### src/rtl/nco_mix_pkg.sv
// Shared widths for the NCO I/Q mixer and the output scaling shift derived from them.
// S = MPR-1+DW-OW aligns the product binary point with the OW-bit output.
package nco_mix_pkg;

  localparam int unsigned MPR_DEF = 32;
  localparam int unsigned DW_DEF  = 16;
  localparam int unsigned OW_DEF  = 16;

  // Scaling shift that maps a full-precision product onto the OW-bit output grid.
  function automatic int unsigned shift_of(input int unsigned mpr,
                                           input int unsigned dw,
                                           input int unsigned ow);
    return mpr - 1 + dw - ow;
  endfunction

  localparam int unsigned S_DEF = shift_of(MPR_DEF, DW_DEF, OW_DEF);

endpackage

### src/rtl/nco_round_sat.sv
// Round-half-up, arithmetic right shift by S, then saturate to a signed OW-bit range.
// Purely combinational; the caller registers res_c/sat_c.
//   din   : signed IW-bit full-precision value
//   res_c : signed OW-bit rounded and clipped result
//   sat_c : high when res_c was clipped
// S must be at least 1.
module nco_round_sat #(
  parameter int unsigned IW = 49,
  parameter int unsigned S  = 31,
  parameter int unsigned OW = 16
) (
  input  logic signed [IW-1:0] din,
  output logic signed [OW-1:0] res_c,
  output logic                 sat_c
);

  // One guard bit so adding the rounding constant can never wrap.
  localparam int unsigned SW = IW + 1;

  localparam logic signed [SW-1:0] RND  = SW'(1) <<< (S - 1);
  localparam logic signed [SW-1:0] MAXV = (SW'(1) <<< (OW - 1)) - SW'(1);
  localparam logic signed [SW-1:0] MINV = -(SW'(1) <<< (OW - 1));

  logic signed [SW-1:0] sum;
  logic signed [SW-1:0] shr;

  always_comb begin
    sum   = SW'(din) + RND;
    shr   = sum >>> S;
    res_c = OW'(shr);
    sat_c = 1'b0;
    if (shr > MAXV) begin
      res_c = OW'(MAXV);
      sat_c = 1'b1;
    end else if (shr < MINV) begin
      res_c = OW'(MINV);
      sat_c = 1'b1;
    end
  end

endmodule

### src/rtl/nco_iq_mixer.sv
// Three-stage NCO I/Q mixer: I = round(sample*cos), Q = round(-(sample*sin)),
// scaled and saturated to OW bits.
//   clk, reset_n        : clock, async active-low reset
//   clken               : global enable; all state holds while low
//   in_valid, sample_i  : input sample stream
//   fsin_i, fcos_i      : NCO sine/cosine words, nco_valid marks them usable
//   sat_clr             : clears sat_flag (independent of clken)
//   i_o, q_o, out_valid : results and their one-enabled-cycle valid pulse
//   sat_flag            : sticky saturation indicator
//   drop_cnt            : saturating count of samples dropped for lack of NCO
module nco_iq_mixer
  import nco_mix_pkg::*;
#(
  parameter int unsigned MPR = MPR_DEF,
  parameter int unsigned DW  = DW_DEF,
  parameter int unsigned OW  = OW_DEF
) (
  input  logic                  clk,
  input  logic                  reset_n,
  input  logic                  clken,
  input  logic                  in_valid,
  input  logic signed [DW-1:0]  sample_i,
  input  logic signed [MPR-1:0] fsin_i,
  input  logic signed [MPR-1:0] fcos_i,
  input  logic                  nco_valid,
  input  logic                  sat_clr,
  output logic signed [OW-1:0]  i_o,
  output logic signed [OW-1:0]  q_o,
  output logic                  out_valid,
  output logic                  sat_flag,
  output logic [15:0]           drop_cnt
);

  localparam int unsigned PW = DW + MPR + 1;
  localparam int unsigned S  = shift_of(MPR, DW, OW);
  localparam int unsigned CW = 16;

  logic                  accept_c;
  logic                  drop_c;

  logic                  s1_vld_q, s1_vld_d;
  logic signed [DW-1:0]  s1_smp_q, s1_smp_d;
  logic signed [MPR-1:0] s1_sin_q, s1_sin_d;
  logic signed [MPR-1:0] s1_cos_q, s1_cos_d;

  logic                  s2_vld_q, s2_vld_d;
  logic signed [PW-1:0]  s2_pi_q, s2_pi_d;
  logic signed [PW-1:0]  s2_pq_q, s2_pq_d;

  logic                  o_vld_q, o_vld_d;
  logic signed [OW-1:0]  i_q, i_d;
  logic signed [OW-1:0]  q_q, q_d;
  logic                  sat_q, sat_d;
  logic [CW-1:0]         drop_q, drop_d;

  logic signed [PW-1:0]  smp_x;
  logic signed [PW-1:0]  sin_x;
  logic signed [PW-1:0]  cos_x;

  logic signed [OW-1:0]  ri_c, rq_c;
  logic                  sati_c, satq_c;

  // Stage-3 round/saturate, one instance per channel.
  nco_round_sat #(.IW(PW), .S(S), .OW(OW)) u_rs_i (
    .din   (s2_pi_q),
    .res_c (ri_c),
    .sat_c (sati_c)
  );

  nco_round_sat #(.IW(PW), .S(S), .OW(OW)) u_rs_q (
    .din   (s2_pq_q),
    .res_c (rq_c),
    .sat_c (satq_c)
  );

  // Next-state for pipeline, counters and sticky flag.
  always_comb begin
    accept_c = clken & in_valid & nco_valid;
    drop_c   = clken & in_valid & ~nco_valid;

    s1_vld_d = s1_vld_q;
    s1_smp_d = s1_smp_q;
    s1_sin_d = s1_sin_q;
    s1_cos_d = s1_cos_q;
    s2_vld_d = s2_vld_q;
    s2_pi_d  = s2_pi_q;
    s2_pq_d  = s2_pq_q;
    o_vld_d  = o_vld_q;
    i_d      = i_q;
    q_d      = q_q;

    // Sign-extend to the product width so the multiply is exact.
    smp_x = PW'(s1_smp_q);
    sin_x = PW'(s1_sin_q);
    cos_x = PW'(s1_cos_q);

    if (clken) begin
      s1_vld_d = accept_c;
      s2_vld_d = s1_vld_q;
      o_vld_d  = s2_vld_q;
      if (accept_c) begin
        s1_smp_d = sample_i;
        s1_sin_d = fsin_i;
        s1_cos_d = fcos_i;
      end
      if (s1_vld_q) begin
        s2_pi_d = smp_x * cos_x;
        s2_pq_d = -(smp_x * sin_x);
      end
      if (s2_vld_q) begin
        i_d = ri_c;
        q_d = rq_c;
      end
    end

    drop_d = drop_q;
    if (drop_c && (drop_q != '1)) begin
      drop_d = drop_q + CW'(1);
    end

    // Clear first so a simultaneous new saturation wins.
    sat_d = sat_q;
    if (sat_clr) begin
      sat_d = 1'b0;
    end
    if (clken && s2_vld_q && (sati_c || satq_c)) begin
      sat_d = 1'b1;
    end
  end

  always_ff @(posedge clk or negedge reset_n) begin
    if (!reset_n) begin
      s1_vld_q <= 1'b0;
      s1_smp_q <= '0;
      s1_sin_q <= '0;
      s1_cos_q <= '0;
      s2_vld_q <= 1'b0;
      s2_pi_q  <= '0;
      s2_pq_q  <= '0;
      o_vld_q  <= 1'b0;
      i_q      <= '0;
      q_q      <= '0;
      sat_q    <= 1'b0;
      drop_q   <= '0;
    end else begin
      s1_vld_q <= s1_vld_d;
      s1_smp_q <= s1_smp_d;
      s1_sin_q <= s1_sin_d;
      s1_cos_q <= s1_cos_d;
      s2_vld_q <= s2_vld_d;
      s2_pi_q  <= s2_pi_d;
      s2_pq_q  <= s2_pq_d;
      o_vld_q  <= o_vld_d;
      i_q      <= i_d;
      q_q      <= q_d;
      sat_q    <= sat_d;
      drop_q   <= drop_d;
    end
  end

  // The valid flag is held while disabled; gating with clken keeps the pulse
  // visible in exactly one enabled cycle and never while clken is low.
  assign out_valid = o_vld_q & clken;
  assign i_o       = i_q;
  assign q_o       = q_q;
  assign sat_flag  = sat_q;
  assign drop_cnt  = drop_q;

endmodule
### config.mk
export PLATFORM = sky130hd
export DESIGN_NAME = nco_iq_mixer
export DESIGN_NICKNAME = d
export VERILOG_FILES = /design/src/rtl/nco_mix_pkg.sv /design/src/rtl/nco_round_sat.sv /design/src/rtl/nco_iq_mixer.sv
export SDC_FILE = /design/constraint.sdc
export NUM_CORES = 2
export LEC_CHECK = 0
export CORE_MARGIN = 3
export CORE_UTILIZATION = 30
export CTS_CLUSTER_DIAMETER = 200
export DETAILED_ROUTE_END_ITERATION = 6
export HOLD_SLACK_MARGIN = 0.1
export PLACE_DENSITY = 0.43
export SLEW_MARGIN = 25
export SYNTH_ARGS = -nofsm -noshare
export SYNTH_HDL_FRONTEND = slang
export SYNTH_SLANG_ARGS = --single-unit
export TNS_END_PERCENT = 10
### constraint.sdc
create_clock -name clk -period 8.4 [get_ports clk]
set_clock_uncertainty 0.05 [all_clocks]
set_input_delay 1.68 -clock clk [delete_from_list [all_inputs] [get_ports clk]]
set_output_delay 1.68 -clock clk [all_outputs]
set_load 0.01 [all_outputs]
* Word level (Yosys, flattened, before mapping) *
Cells that the tools add are included.

cells by class
  $add $sub $neg = 4
  multipliers = 2
  $lt $le $gt $ge = 4
  eq/ne operators = 1
  muxes and demuxes = 10
  bitwise logic cells = 5
  reduce and logical (&&, ||, !) cells = 8

operators by type and width
  operator                                                                         count
  16-bit by 32-bit multiplier with 48-bit output                                   2
  16-bit 2-to-1 mux                                                                4
  49-bit by 32-bit adder with 50-bit output (second input constant)                1
  48-bit by 32-bit adder with 49-bit output (second input constant)                1
  48-bit negator with 49-bit output                                                1
  19-bit by 16-bit > comparator with 1-bit output (second input constant)          2
  19-bit by 16-bit less-than comparator with 1-bit output (second input constant)  2
  16-bit by 1-bit adder with 16-bit output (second input constant)                 1
  16-bit != test (second input constant)                                           1
  1-bit 2-to-1 mux                                                                 6
  2-bit AND reduction                                                              3
  1-bit AND                                                                        4
  1-bit logical AND                                                                3
  2-bit nonzero test                                                               1
  1-bit logical OR                                                                 1
  1-bit inverter                                                                   1

storage, ports and cells
  bits in registers = 229
  logic and storage cells = 46

* Depth between registers and ports, before layout *
  word-level depth = 7
  depth in mapped cells = 26
  gate-level depth less buffers = 23

* Cells and area by module *
From an unflattened synthesis, not the netlist that was laid out.

unflattened totals
  cell total of the unflattened synthesis = 4940
  area, all modules = 45777.7 um^2

modules (own cells, without submodules)
  module         times used  cells each  area each (um^2)
  nco_iq_mixer   1           4774        44586.5
  nco_round_sat  2           83          595.6

* Worst setup path after synthesis *
No wires, ideal clock.

  kind = flip-flop to flip-flop
  start point = reg s1_smp_q[1]
  end point = reg s2_pi_q[45]
  data arrival time = 6.114 ns
  slack = 2.102 ns
  cell stages (with the launch flop) = 26
  buffers on the path = 3
  path through = dfrtp_1 -> clkbuf_1 -> clkbuf_1 -> nand2_1 -> fa_1 -> inv_1 -> fa_1 -> inv_1 -> fa_1 -> inv_1 -> fa_1 -> fa_1 -> inv_1 -> fa_1 -> inv_1 -> ha_1 -> buf_2 -> a211o_1 -> a21oi_1 -> o21ai_0 -> a311o_1 -> o31ai_2 -> nand2b_1 -> a41oi_2 -> xor2_1 -> o21ai_0

on the way
  word-level cells in the longest chain between the ends = 1

ends and longest elaborated chain
  element                                         line                 RTL
  start, declared                                 nco_iq_mixer.sv:42   logic signed [DW-1:0] s1_smp_q, s1_smp_d;
  start signal, assigned                          nco_iq_mixer.sv:147  s1_smp_q <= s1_smp_d;
  16-bit by 32-bit multiplier with 48-bit output  nco_iq_mixer.sv:107  s2_pi_d = smp_x * cos_x;
  end signal, assigned                            nco_iq_mixer.sv:151  s2_pi_q <= s2_pi_d;
  end, declared                                   nco_iq_mixer.sv:47   logic signed [PW-1:0] s2_pi_q, s2_pi_d;

No other way between the ends.
A chain may end at the register's enable or synchronous reset.

* Final worst setup path *
  start point = reg s1_smp_q[5]
  end point = reg s2_pi_q[47] (netlist name)

on the way
  word-level cells in the longest chain between the ends = 1

ends and longest elaborated chain
  element                                         line
  16-bit by 32-bit multiplier with 48-bit output  nco_iq_mixer.sv:107

No other way between the ends.

==> run metrics <==
status complete, no violations; hold bufs inserted after CTS 0; Worst R2R End s2_pi_q[47]$_DFFE_PN0P_; setup_tns 0 ns; DRT iter0 DRCs 1,349; Post-Route WL 123,000 µm; setup violators final 0; Reg2Reg Setup Slack 0.87 ns; Via Count 29,000; CP startpoint kind flop; worst min path class flop to flop; Clock Tree Root clkbuf_16; multi-input combinational cell area 0.0327 mm²; Worst-Margin Slew 1.08 ns; Post-synth ARST share 100%; IO Count 136; YS warnings 0; Hold Path Stages 2; Reg2Reg Launch Point s1_smp_q[5]$_DFFE_PN0P_; most common cell after layout, fill and taps aside inv_1; vias in the first global route 32,700; synth unique cells 68; Post-synth EDFFs 0; Clk Latency, worst-skew pair 0.54 ns; core area 0.138 mm²; worst r2r path cells 20; critical-path maximum fanout 43; Max-slew headroom 28.2%; min-delay src i_o[15]$_DFFE_PN0P_; syn_area_per_cell 9.27 µm²; fillcell total 14,500; share of cells above drive strength 1 4.83%; Critical Path AT 7.87 ns; vias per cell 4.59; Worst Setup Path Type flop to flop; Area Growth Syn to Fin 9.61%; Tmin final 7.53 ns; register area 0.00425 mm²; Crit-path slowest cell dfrtp_2; largest net degree at the start of global routing 83; Syn Nets 5,829; total CTS buffers 17; antenna violations before repair 8; Area contributors post-synth fa_1 47%, dfrtp_1 10%, inv_1 9.8%; Starting Density 30.3%; CP bufs+invs 3; most frequent cells in the layout 1,093 x inv_1, 971 x fa_1, 708 x nand2_1; fin nets 5,838; post-synthesis sequential area ratio 10.1%; crit share post-route 89.7%; required time worst endpoint 8.73 ns; Max Cap Violations 0; cell mode on critical path fa_1; Bufs on Longest Clock Path 2; DR pass1 iterations 5; Placer Congestion 0.814; Post-CTS Setup Repair Bufs 0; final hold violation count 0; Synth Cell Area 0.0418 mm²; DRT antenna net count 0; post-synth top area share 46.5%; fmax 133 MHz; RSZ-0062 raised after global routing no; CTS tree done; Setup crit end kind flop; Syn Inst Count 4,509; first-pass GRT wire length 197,000 µm; top_reg_cell synth dfrtp_1; H-tree depth reported by CTS 4; clock sink count 169; post-CTS sizing 0; CP max stage delay 1.01 ns; Final Slew Violations 0; final instance area 0.0458 mm²; Synth Register Bits 169; DIE WIDTH 379 µm; post-synth top area cell fa_1; Placement Cell Area 0.0452 mm²; Die Ht 379 µm; GRT overflow 0; global router's overall resource usage 18.1%; row count 136; crit-path cells nand2_1 -> fa_1 -> inv_1 -> fa_1 -> inv_1 -> fa_1 -> inv_1 -> fa_1 -> fa_1 -> fa_1 -> ha_1 -> nand3_1 -> nor2_1 -> nand2_1 -> a2111oi_4 -> nor4_2 -> o31ai_2 -> a21oi_1 -> xnor2_1 -> o21ai_1; PortBufs 135; hold worst-path end i_o[15]$_DFFE_PN0P_; post-DP HPWL 97,100 µm; CP top delay family adder cells; detailed-route DRC error count 0; WL/cell 19.5 µm; Die ar. 0.144 mm²; CTS clock-pin slew for the worst setup and hold paths 0.08 ns
how the worst max path moves through the flow:
stage / end / slack (ns) / start / depth (start not counted)
floorplan: s2_pi_q[45]$_DFFE_PN0P_ / 2.10 / s1_smp_q[1]$_DFFE_PN0P_ / 25
global placement: s2_pi_q[47]$_DFFE_PN0P_ / 0.82 / s1_smp_q[5]$_DFFE_PN0P_ / 20
detailed placement: s2_pi_q[47]$_DFFE_PN0P_ / 0.81 / s1_smp_q[5]$_DFFE_PN0P_ / 20
CTS: s2_pi_q[47]$_DFFE_PN0P_ / 0.80 / s1_smp_q[5]$_DFFE_PN0P_ / 20
global route: s2_pi_q[47]$_DFFE_PN0P_ / 0.37 / s1_smp_q[5]$_DFFE_PN0P_ / 20
finish: s2_pi_q[47]$_DFFE_PN0P_ / 0.87 / s1_smp_q[5]$_DFFE_PN0P_ / 20
cell type report:
class | count | area share [%]
Multi-Input combinational cell | 3037 | 71.4
Tap cell | 1794 | 4.90
Clock buffer | 19 | 0.967
Clock inverter | 12 | 0.344
Timing Repair Buffer | 199 | 4.17
Inverter | 1094 | 8.96
Antenna cell | 5 | 0.0273
Sequential cell | 169 | 9.28
worst min-delay path: cells and delay by family (launching register included):
| family | cells | cell delay, ns |
|---|---|---|
| flip-flops | 1 | 0.35 |
| AND/OR/NAND/NOR | 2 | 0.10 |
metrics by stage:
stage	util [%]	setup WS, ns	std cells	hold WS (ns)
6_report	33.2	0.867	6329	0.435
5_1_grt	33.2	0.370	6324	0.462
4_1_cts	33.2	0.798	6324	0.443
3_5_place_dp	32.8	0.811	6293	0.418
3_3_place_gp	32.8	0.825	6293	0.409
2_1_floorplan	-	2.10	4509	0.414
synthesized netlist by cell type, types with 11 or more instances:
cell / instances
o21ai_1: 13
dfrtp_1: 169
xor2_1: 32
xnor2_1: 62
fa_1: 971
o21ai_0: 91
nand2_1: 710
ha_1: 263
nor3_1: 11
nor2_1: 92
a21o_1: 37
nand4_1: 22
inv_1: 1094
nand3_1: 38
a31oi_1: 11
and2_1: 385
clkbuf_1: 200
and3_1: 19
mux2_2: 81
a21oi_1: 93
logic make-up after synthesis:
group | count (synthesis) | share of synthesized area (%)
compound gates | 318 | 4.86
xor+xnor | 94 | 1.97
fa+ha+maj | 1234 | 54.4
buf+inv | 1303 | 11.7
flops | 169 | 10.1
mux | 81 | 2.18
simple gates | 1310 | 14.8
routing by layer:
layer  share of wire, %  up-vias  wire, µm  track usage [%]
met5             0.0089        -        11                0
met2                 47      602     58500             30.0
met3                5.6      115      6880             3.71
li1                   -    13200         -                -
met4                1.8        2      2250             3.77
met1                 45    15100     55500             24.5
state kept, by name, indices dropped and copies added, names as in the netlist:
name      flops
drop_cnt     16
i_o          16
o_vld_q       1
q_o          16
s1_cos_q     32
s1_sin_q     32
s1_smp_q     16
s1_vld_q      1
s2_pi_q      18
s2_pq_q      19
s2_vld_q      1
sat_flag      1
Power is not shown: default switching activity piles up to over one toggle a cycle in this logic, so the estimate is an artifact.
